**src/rtl/knf_pkg.sv**
```systemverilog
// Shared constants for the CNF input sequencer: operand width and mode encodings.
package knf_pkg;

    localparam int X_W = 4;

    typedef enum logic [1:0] {
        MODE_DIRECT = 2'b00,
        MODE_AUTO   = 2'b01,
        MODE_STEP   = 2'b10,
        MODE_HOLD   = 2'b11
    } mode_t;

endpackage

```
**src/rtl/btn_debounce.sv**
```systemverilog
// Push-button conditioner: 2-FF synchronizer, stability counter and a
// registered rising-edge detector producing a single press pulse.
module btn_debounce #(
    parameter int DEB_CYCLES = 1_000_000
) (
    input  logic clk,
    input  logic rst_n,
    input  logic raw,
    output logic level,
    output logic press
);

    localparam int              CNT_W   = (DEB_CYCLES > 1) ? $clog2(DEB_CYCLES) : 1;
    localparam logic [CNT_W-1:0] CNT_MAX = CNT_W'(DEB_CYCLES - 1);

    logic             sync_0;
    logic             sync_1;
    logic             level_d;
    logic [CNT_W-1:0] cnt;

    // Bring the raw button into the clock domain before anything looks at it.
    always_ff @(posedge clk or negedge rst_n) begin
        if (!rst_n) begin
            sync_0 <= 1'b0;
            sync_1 <= 1'b0;
        end else begin
            sync_0 <= raw;
            sync_1 <= sync_0;
        end
    end

    // Accept a new level only after it has disagreed with the accepted one for DEB_CYCLES straight cycles.
    always_ff @(posedge clk or negedge rst_n) begin
        if (!rst_n) begin
            cnt   <= '0;
            level <= 1'b0;
        end else if (sync_1 == level) begin
            cnt <= '0;
        end else if (cnt == CNT_MAX) begin
            level <= sync_1;
            cnt   <= '0;
        end else begin
            cnt <= cnt + 1'b1;
        end
    end

    // One-cycle pulse on the accepted 0->1 transition; release is silent.
    always_ff @(posedge clk or negedge rst_n) begin
        if (!rst_n) begin
            level_d <= 1'b0;
            press   <= 1'b0;
        end else begin
            level_d <= level;
            press   <= level & ~level_d;
        end
    end

endmodule

```
**src/rtl/knf_input_sequencer.sv**
```systemverilog
// Operand source for the 4-input CNF block: switches pass-through, a slow
// auto sweep, or single-step from a debounced button, with a clear button.
module knf_input_sequencer
    import knf_pkg::*;
#(
    parameter int TICK_DIV   = 50_000_000,
    parameter int DEB_CYCLES = 1_000_000
) (
    input  logic           clk,
    input  logic           rst_n,
    input  logic [X_W-1:0] sw,
    input  logic [1:0]     mode,
    input  logic           btn_step,
    input  logic           btn_clr,
    output logic [X_W-1:0] x,
    output logic           x_upd,
    output logic           wrap
);

    localparam int               TICK_W   = $clog2(TICK_DIV);
    localparam logic [TICK_W-1:0] TICK_MAX = TICK_W'(TICK_DIV - 1);

    logic [X_W-1:0]    sw_s0;
    logic [X_W-1:0]    sw_s1;
    logic [1:0]        mode_s0;
    logic [1:0]        mode_s1;
    mode_t             mode_sync;
    logic [TICK_W-1:0] tick_cnt;
    logic              tick;
    logic              step_press;
    logic              clr_press;
    logic              step_level;
    logic              clr_level;
    logic              unused_levels;
    logic [X_W-1:0]    x_next;
    logic              incr;

    btn_debounce #(.DEB_CYCLES(DEB_CYCLES)) u_step_deb (
        .clk   (clk),
        .rst_n (rst_n),
        .raw   (btn_step),
        .level (step_level),
        .press (step_press)
    );

    btn_debounce #(.DEB_CYCLES(DEB_CYCLES)) u_clr_deb (
        .clk   (clk),
        .rst_n (rst_n),
        .raw   (btn_clr),
        .level (clr_level),
        .press (clr_press)
    );

    assign unused_levels = step_level ^ clr_level;
    assign mode_sync     = mode_t'(mode_s1);
    assign tick          = (mode_sync == MODE_AUTO) && (tick_cnt == TICK_MAX);

    // Synchronize the slide and mode switches; all decisions use the second stage.
    always_ff @(posedge clk or negedge rst_n) begin
        if (!rst_n) begin
            sw_s0   <= '0;
            sw_s1   <= '0;
            mode_s0 <= 2'b00;
            mode_s1 <= 2'b00;
        end else begin
            sw_s0   <= sw;
            sw_s1   <= sw_s0;
            mode_s0 <= mode;
            mode_s1 <= mode_s0;
        end
    end

    // Auto-step divider, held at zero outside AUTO so every AUTO entry waits a full period.
    always_ff @(posedge clk or negedge rst_n) begin
        if (!rst_n) begin
            tick_cnt <= '0;
        end else if (mode_sync != MODE_AUTO) begin
            tick_cnt <= '0;
        end else if (tick_cnt == TICK_MAX) begin
            tick_cnt <= '0;
        end else begin
            tick_cnt <= tick_cnt + 1'b1;
        end
    end

    // Pick the next operand: clear beats everything except DIRECT, then the mode's own source.
    always_comb begin
        x_next = x;
        incr   = 1'b0;
        if (clr_press && (mode_sync != MODE_DIRECT)) begin
            x_next = '0;
        end else if (mode_sync == MODE_DIRECT) begin
            x_next = sw_s1;
        end else if (((mode_sync == MODE_AUTO) && tick) ||
                     ((mode_sync == MODE_STEP) && step_press)) begin
            x_next = x + 1'b1;
            incr   = 1'b1;
        end
    end

    // Register the operand and flag real changes, marking increments that roll over.
    always_ff @(posedge clk or negedge rst_n) begin
        if (!rst_n) begin
            x     <= '0;
            x_upd <= 1'b0;
            wrap  <= 1'b0;
        end else begin
            x     <= x_next;
            x_upd <= (x_next != x);
            wrap  <= incr && (x == {X_W{1'b1}});
        end
    end

endmodule
```
**config.mk**
```make
export PLATFORM = sky130hd
export DESIGN_NAME = knf_input_sequencer
export DESIGN_NICKNAME = d
export VERILOG_FILES = /design/src/rtl/knf_pkg.sv /design/src/rtl/btn_debounce.sv /design/src/rtl/knf_input_sequencer.sv
export SDC_FILE = /design/constraint.sdc
export NUM_CORES = 1
export LEC_CHECK = 0
export CORE_ASPECT_RATIO = 0.5
export CORE_MARGIN = 10
export CORE_UTILIZATION = 41
export CTS_CLUSTER_DIAMETER = 30
export DETAILED_ROUTE_END_ITERATION = 12
export MAX_ROUTING_LAYER = met4
export PLACE_DENSITY = 0.69
export REMOVE_ABC_BUFFERS = 1
export SLEW_MARGIN = 0
export SYNTH_ARGS = -nofsm -noshare
export SYNTH_HDL_FRONTEND = slang
export SYNTH_SLANG_ARGS = --single-unit
```
**constraint.sdc**
```tcl
create_clock -name clk -period 1.92 [get_ports clk]
set_clock_uncertainty 0.1 [all_clocks]
set_input_delay 0.384 -clock clk [delete_from_list [all_inputs] [get_ports clk]]
set_output_delay 0.384 -clock clk [all_outputs]
set_load 0.05 [all_outputs]
```
; Word-level counts from Yosys, hierarchy flattened
; Cells that the tools add are included.
[totals]
out_inout_bits = 6
register_bits = 94
in_bits = 10
wordCells = 62
[op_classes]
n_reduce_logical = 10
add_sub_neg = 4
eq_ne = 10
bitwise = 6
muxes = 12
[ops]
columns = op, count
row1 = 2-to-1 mux 20 bit, 4
row2 = 2-to-1 mux 26 bit, 2
row3 = "adder 20 x 1 -> 20 bit, second input constant", 2
row4 = "equality test 20 bit, second input constant", 2
row5 = "adder 26 x 1 -> 26 bit, second input constant", 1
row6 = "equality test 26 bit, second input constant", 1
row7 = 2-to-1 mux 4 bit, 3
row8 = logical AND 1 bit, 5
row9 = "adder 4 x 1 -> 4 bit, second input constant", 1
row10 = "equality test 4 bit, second input constant", 1
row11 = inequality test 4 bit, 1
row12 = inverter 1 bit, 4
row13 = AND reduction 2 bit, 2
row14 = 2-to-1 mux 1 bit, 3
row15 = AND 1 bit, 2
row16 = equality test 1 bit, 2
row17 = "equality test 2 x 1 -> 1 bit, second input constant", 1
row18 = "equality test 2 bit, second input constant", 1
row19 = logical NOT 2 bit, 1
row20 = "inequality test 2 x 1 -> 1 bit, second input constant", 1
row21 = nonzero test 2 bit, 1
row22 = logical OR 1 bit, 1

; Depth between registers and ports, before layout
; Gate-level depths: netlist (run 1).
[logic_depth]
ltp_word = 8
depth_mapped = 9
ltp_nobuf = 6

; By module
; A second synthesis (run 1) with hierarchy kept.
[unflattened]
cells_unflattened = 441
hier_area_um2 = 4549.4
[by_module_without_submodules]
columns = mod, cells_per_inst, instances, seq_area_each_um2, area_each_um2
row1 = btn_debounce, 111, 2, 625.6, 1171.1
row2 = knf_input_sequencer, 219, 1, 1101.1, 2207.1

; Worst setup path after synthesis (run 1)
; OpenSTA, ideal clock, no wires.
[synth_path]
path_kind = flip-flop to flip-flop
start = register tick_cnt[0]
end = register wrap
required_time_ps = 1709
setup_time_ps = 111
slack_ps = -182
period_less_slack_ps = 2102
path_buffers = 1
path_stages_with_launch = 8
arrival_ps = 1891
cell_sequence = dfrtp_1 -> ha_1 -> and3_1 -> clkbuf_1 -> nand2_4 -> o41ai_4 -> nand2_2 -> a2111oi_2
[synth_via]
elab_chain_len = 8
[synth_rtl]
columns = element, line
row1 = start: declaration, knf_input_sequencer.sv:28  ; logic [TICK_W-1:0] tick_cnt;
row2 = start signal: assignment, knf_input_sequencer.sv:82  ; tick_cnt <= tick_cnt + 1'b1;
row3 = equality test 26 bit, knf_input_sequencer.sv:56  ; assign tick = (mode_sync == MODE_AUTO) && (tick_cnt == TICK_MAX);
row4 = logical AND 1 bit, knf_input_sequencer.sv:56
row5 = logical AND 1 bit, knf_input_sequencer.sv:94  ; end else if (((mode_sync == MODE_AUTO) && tick) ||
row6 = logical OR 1 bit, knf_input_sequencer.sv:94
row7 = 2-to-1 mux 1 bit, knf_input_sequencer.sv:94
row8 = 2-to-1 mux 1 bit, knf_input_sequencer.sv:92  ; end else if (mode_sync == MODE_DIRECT) begin
row9 = 2-to-1 mux 1 bit, knf_input_sequencer.sv:90  ; if (clr_press && (mode_sync != MODE_DIRECT)) begin
row10 = logical AND 1 bit, knf_input_sequencer.sv:110  ; wrap <= incr && (x == {X_W{1'b1}});
row11 = end signal: assignment, knf_input_sequencer.sv:110
row12 = end: declaration, knf_input_sequencer.sv:17  ; output logic wrap
; Every way passes these cells.
; A chain may end at the register's enable or synchronous reset.

; Final worst setup path (run 1)
[layout_path]
start = register tick_cnt[16]
end = register x[1]
[layout_via]
elab_chain_len = 7
[layout_rtl]
columns = element, line
row1 = equality test 26 bit, knf_input_sequencer.sv:56
row2 = logical AND 1 bit, knf_input_sequencer.sv:56
row3 = logical AND 1 bit, knf_input_sequencer.sv:94
row4 = logical OR 1 bit, knf_input_sequencer.sv:94
row5 = 2-to-1 mux 4 bit, knf_input_sequencer.sv:94
row6 = 2-to-1 mux 4 bit, knf_input_sequencer.sv:92
row7 = 2-to-1 mux 4 bit, knf_input_sequencer.sv:90
row8 = net x_next[1], knf_input_sequencer.sv:35  ; logic [X_W-1:0] x_next;
row9 = end signal: assignment, knf_input_sequencer.sv:108  ; x <= x_next;
row10 = end: declaration, knf_input_sequencer.sv:15  ; output logic [X_W-1:0] x,
; The timed path passes the listed nets, and every way through them passes these cells.

==> out/summary.txt, run 1 <==
GPL Wtd Cong: 0.807
Final worst slack: -0.0455 ns
Final nets: 485
Core area: 0.0101 sq mm
TNS Setup: -0.151 ns
Primary FF master, synth: dfrtp_1
Status: complete, but fails checks
Leak: 2.34 nW
TritonCTS clock tree: built
Finish-stage setup viols: 12
Antenna violations before repair: 0
DP Wirelength: 5.53 mm
CP endpoint: x[1]
Met2 Usage GRT: 17.5%
WP data arrival: 2.08 ns
Clk buf depth: 2
Largest net degree at the start of global routing: 31
Synth area leader: dfrtp_1
CP endpoint kind: flip-flop
RR Startpoint: tick_cnt[16]
Critical Path RT: 2.04 ns
Share of layout cells above drive strength 1: 18.7%
Worst Setup SP: tick_cnt[16]
Design area: 0.00533 sq mm
Global routing usage on met3: 3.61%
Starting Density: 41.9%
Worst-path clk slew: 0.06 ns
Pwr Density: 820 mW/mm^2
Yosys cell types: 38
Most common cell in the netlist: dfrtp_1
Worst skew pair latency: 0.34 ns
Tcrit/Tclk final: 102%
ANT cells: 0
# H-tree levels: 3
DR vias: 3,023
Root Buffer: clkbuf_16
Share of synthesized flip-flops with an asynchronous set or reset: 100%
Max IR drop VDD: 0.474 mV
Cell Rows: 26
Inst Count DP: 594
Die Wd: 164 um
Io pins: 16
Post-Syn Area: 0.00425 sq mm
# port buffers: 15
Vias in the first global route: 2,942
Failing checks: setup timing
Fin crit period: 1.97 ns
Yosys warning count: 0
Post-DR vias/cell: 4.92
R2R setup slack: -0.05 ns
Fill cell count: 874
FF-to-FF End: x[1]
Overall Power: 4.37 mW
Clock sinks: 94
Met1 Use GR: 14.5%
Syn Inst Count: 408
Drt drc: 0
Finished Layout Cells: 615
Post-DRT Antenna Nets: 0
TritonCTS Buffers: 9
Area Growth Syn to Fin: 25.4%
GRT overflow: 0
Top-area cell type share of the netlist area: 55.3%
First-pass GRT wire length: 13.9 mm
Post-synth EDFFs: 0
Worst Max-Slew Pin Slew: 0.377 ns
Area used by multi-input combinational logic: 0.00186 sq mm
Slew headroom: 74.8%
Initial DRC Count: 145
Sequential area share after synthesis: 55.3%
Number of synthesized register bits: 94
Max Clock Freq: 509 MHz
Wire per inst: 13.2 um
Worst-path fanout max: 4
Hold WC Path Type: flip-flop to flip-flop
Synth cell count leaders: dfrtp_1 (94), nor2_1 (79), xnor2_1 (34), xor2_1 (29), nand2_1 (24)
Critical setup path kind: flip-flop to flip-flop
Reg area: 0.00235 sq mm
Hold violation total from the final report: 0
Max cap viols: 0
R2R depth: 6
Busiest grt layer: met2
Area contributors post-synth: dfrtp_1 (55%), xnor2_1 (7.0%), nor2_1 (7.0%)
Gr usage total: 11.5%
RSZ-0062 raised after global routing: yes
Die footprint: 0.0151 sq mm
1st-pass router iterations: 4
Total wire length: 8.12 mm
Die span in y: 92.0 um
Placed instance area: 0.00487 sq mm
CP startpoint kind: flip-flop
Mean Syn Cell Area: 10.4 sq um
Max Slew Vio Count: 0
critical path, stage by stage, from the launching register on:
cell and delay (ns):
dfrtp_1 0.42, nor4_4 0.29, nand4_1 0.21, o41ai_4 0.34
buf_4 0.21, mux2i_1 0.20, o21ai_1 0.08
stage by stage:
step,utilization (%),worst slack (ns),hold slack [ns]
after floorplan,-,-0.135,-0.0116
after global placement,48.0,-0.0521,0.227
after detailed placement,48.0,-0.177,0.232
after CTS,51.6,-0.0559,0.249
after global routing,52.5,-0.130,0.251
final,52.5,-0.0455,0.248
sequential cells by signal (all words and copies together) (netlist names):
signal / cells
u_clr_deb.sync_0: 1
u_clr_deb.sync_1: 1
u_clr_deb.level_d: 1
u_step_deb.press: 1
u_step_deb.level: 1
x_upd: 1
sw_s0: 4
mode_s0: 2
sw_s1: 4
u_clr_deb.press: 1
u_step_deb.cnt: 20
wrap: 1
mode_s1: 2
tick_cnt: 26
x: 4
u_clr_deb.level: 1
u_clr_deb.cnt: 20
u_step_deb.sync_1: 1
u_step_deb.level_d: 1
u_step_deb.sync_0: 1
cell usage in the layout, fill, tap and decap left out, types with 2 or more instances in the layout:
master,instances
and4_1,8
a22oi_1,2
nor4b_1,2
nor2b_1,2
nand4_1,15
ha_1,4
clkbuf_16,10
nand3b_1,2
o21ai_1,2
nor4_2,3
nand2_1,24
bufinv_16,3
and3_1,9
buf_12,3
nor4_1,7
nor2_1,79
mux2i_1,3
nand3_1,23
mux2_2,2
inv_1,12
nor3_1,11
clkdlybuf4s50_1,8
or2_2,2
a21oi_1,4
dfrtp_1,94
o221ai_1,2
xor2_1,29
xnor2_1,34
and4bb_2,2
buf_4,51
nand2b_1,3
or2_4,2
what timing repair did:
item	CTS	global route
endpoints found under the setup margin	10	32
setup buffers	0	4
hold endpoints to repair	25	0
pin swaps	1	1
resized for setup	2	8
hold buffers	1	0
cloned	0	1
how the worst min path moves through the flow:
stage | cells past startpoint | endpoint | from | slack (ns)
after detailed placement | 1 | u_step_deb.cnt[3] | rst_n | 0.23
after global placement | 1 | u_clr_deb.sync_0 | rst_n | 0.23
final | 0 | mode_s1[1] | mode_s0[1] | 0.25
after CTS | 0 | u_clr_deb.sync_1 | u_clr_deb.sync_0 | 0.25
after global routing | 0 | mode_s1[1] | mode_s0[1] | 0.25
after floorplan | 0 | mode_s0[0] | rst_n | -0.01
report_power, final:
| group | total [mW] | internal (mW) | switching [mW] |
|---|---|---|---|
| Combinational | 0.285 | 0.111 | 0.174 |
| Sequential | 2.05 | 2.02 | 0.0329 |
| Clock | 2.03 | 1.30 | 0.727 |
area by class of cell:
type | count | share of cell area, %
clock buffers | 10 | 4.48
clock inverters | 5 | 1.99
inverters | 12 | 0.845
multi-input cells | 290 | 34.8
flip-flops and latches | 94 | 44.1
well taps | 140 | 3.28
repair buffers | 64 | 10.5
kinds of logic (layout without fill, tap and decap cells):
kind of cell             Yosys count  count (layout)  synth area share [%]
buffers and inverters             24              91                  2.18
flip-flops                        94              94                  55.3
multiplexers                       5               5                  1.24
AND/OR/NAND/NOR                  202             202                  23.9
adder cells (fa/ha/maj)            4               4                  1.18
XOR/XNOR                          63              63                  13.0
AO/OA/AOI/OAI                     16              16                  3.24
metal layers:
layer  up-vias  part of all wire (%)
met5         -                     0
met4         0                  0.94
met3         8                   3.3
met2        43                    48
met1      1458                    48
li1       1514                     -
No activity file was read; power rests on OpenSTA's default activity.
==> run 2, diff against run 1 <==
CORE_UTILIZATION = 54   (was 41)
MAX_ROUTING_LAYER = not set   (was met4)
PLACE_DENSITY = 0.85   (was 0.69)
==> run 2 against run 1 <==
Net effect:
- the flow still finishes with violations (setup timing)
- first-iteration DRC count increased by 140%
- worst hold slack gained 0.0020 ns
- worst setup slack improved by 0.044 ns
- register-to-register slack improved by 0.04 ns
- die area shrank 20%
==> out/summary.txt, run 2 (same netlist as run 1, synthesis figures left out) <==
Max FFs per register: 26 (unchanged)
R2R depth: 6 (unchanged)
Leak: 2.34 nW (-0.16%)
Vias in the first global route: 3,188 (+8.4%)
Starting Density: 56.8% (+15 points)
R2R setup slack: -0.002 ns (+0.04 ns)
Die footprint: 0.0120 sq mm (-20%)
Hold Path Depth: 0 (unchanged)
Most frequent cells in the layout: dfrtp_1 (94), nor2_1 (78), buf_4 (45)
Max cap viols: 0 (unchanged)
Placed instance area: 0.00476 sq mm (-2.2%)
Crit path max-delay cell type: dfrtp_1
Worst-path fanout max: 5 (+1)
Final worst slack: -0.00157 ns (+0.0439 ns)
Top delay family on crit path: simple AND/OR/NAND/NOR gates
TritonCTS clock tree: built
Total wire length: 10.1 mm (+24%)
Gr usage total: 15.6% (+4.2 points)
TNS Setup: -0.00157 ns (+0.149 ns)
Fin crit period: 1.92 ns (-0.0439 ns)
Finish-stage setup viols: 1 (-11)
Placement Setup Slack: -0.117 ns (+0.0605 ns)
RSZ-0062 raised after global routing: yes
# port buffers: 15 (unchanged)
Antenna violations before repair: 0 (unchanged)
Worst skew pair latency: 0.34 ns (about the same)
Post-DR vias/cell: 5.85 (+19%)
Slew headroom: 70.6% (-4.2 points)
Most common cell after layout, fill and taps aside: dfrtp_1
Finished Layout Cells: 580 (-5.7%)
GPL Wtd Cong: 0.862 (+6.8%)
Worst Max-Slew Pin Slew: 0.441 ns (+0.0632 ns)
Core area: 0.00749 sq mm (-26%)
Share of layout cells above drive strength 1: 20.3% (+1.6 points)
Reg with most FFs: tick_cnt
Design area: 0.00529 sq mm (-0.75%)
Post-DRT Antenna Nets: 0 (unchanged)
Hold WC Path Type: flip-flop to flip-flop
WP buf/inv: 1 (unchanged)
Crit path cell chain: nor4_2 > nand4_1 > buf_4 > nor3_4 > a211oi_1 > o221ai_2
First-pass GRT wire length: 15.3 mm (+10%)
DP Wirelength: 5.48 mm (-0.94%)
DR vias: 3,395 (+12%)
Slowest stage delay, CP: 0.40 ns (-0.02 ns)
TritonCTS Buffers: 9 (unchanged)
Wire per inst: 17.4 um (+32%)
Critical setup path kind: flip-flop to flip-flop
Area Growth Syn to Fin: 24.5%
Largest registers: tick_cnt x26, u_clr_deb.cnt x20, u_step_deb.cnt x20
Critical Path RT: 2.06 ns (+0.02 ns)
Clk buf depth: 2 (unchanged)
CP startpoint kind: flip-flop
Root Buffer: clkbuf_16
Cell Rows: 22 (-15%)
Worst path depth: 6 (unchanged)
Final nets: 481 (-0.82%)
1st-pass router iterations: 7 (+3)
Die Wd: 145 um (-11%)
Worst-path clk slew: 0.07 ns (about the same)
Initial DRC Count: 352 (+140%)
ANT cells: 0 (unchanged)
Clock sinks: 94 (unchanged)
Status: complete, but fails checks
Io pins: 16 (unchanged)
GRT overflow: 0 (unchanged)
Hold violation total from the final report: 0 (unchanged)
Largest net degree at the start of global routing: 34 (+9.7%)
# H-tree levels: 3 (unchanged)
Die span in y: 82.7 um (-10%)
Hold WS: 0.250 ns (+0.00199 ns)
WP data arrival: 2.07 ns (about the same)
CP endpoint kind: flip-flop
Tcrit/Tclk final: 100% (-2.3 points)
Max IR drop VDD: 0.752 mV (+59%)
Max Clock Freq: 520 MHz (+2.3%)
Max Slew Vio Count: 0 (unchanged)
Failing checks: setup timing
Inst Count DP: 553 (-6.9%)
Drt drc: 0 (unchanged)
Pwr Density: 816 mW/mm^2 (-0.44%)
## run 2: path summary, 6_finish.rpt
path                                   start                 end
setup / recovery                tick_cnt[16]               x_upd
hold / removal             u_step_deb.sync_0   u_step_deb.sync_1
setup reg to reg                tick_cnt[16]               x_upd
hold reg to reg            u_step_deb.sync_0   u_step_deb.sync_1
max in group asynchronous              rst_n  u_step_deb.cnt[11]
min in group asynchronous              rst_n    u_clr_deb.cnt[2]
## run 2: cell type report
class                      count  area, sq um
timing repair buffer          57          488
multi-input combinational    293         1940
fill                         446         2190
tap                          108          135
clock inverter                 7          105
sequential                    94         2350
clock buffer                   9          225
inverter                      12         45.0
## run 2: timing repair
action / 4_1_cts / 5_1_grt
cloned: 1 / 2
resized for setup: 6 / 18
pin swaps: 2 / 9
endpoints found under the setup margin: 46 / 54
hold buffers: 1 / 0
endpoints found under the hold margin: 30 / 0
setup buffers: 0 / 7
## run 2: metrics by stage
stage | util, % | power [mW]
5_1_grt | 70.7 | 4.44
3_5_place_dp | 63.6 | 2.36
3_3_place_gp | 63.6 | 2.35
4_1_cts | 68.5 | 4.32
2_1_floorplan | - | 2.22
6_report | 70.7 | 4.32
## run 2: where the power goes
part	total, mW	internal [mW]	leakage (nW)	switching (mW)
logic	0.286	0.106	0.920	0.181
clock network	1.97	1.16	0.164	0.808
registers	2.06	2.02	1.26	0.0396
total	4.32	3.29	2.34	1.03
## run 2: metal layers
metal | GRT usage, % | share of wire [%] | up-vias
met2 | 27.2 | 50 | 170
met3 | 4.72 | 7.0 | 17
li1 | - | - | 1508
met1 | 18.8 | 42 | 1700
met5 | 0 | 0 | -
met4 | 4.81 | 1.3 | 0
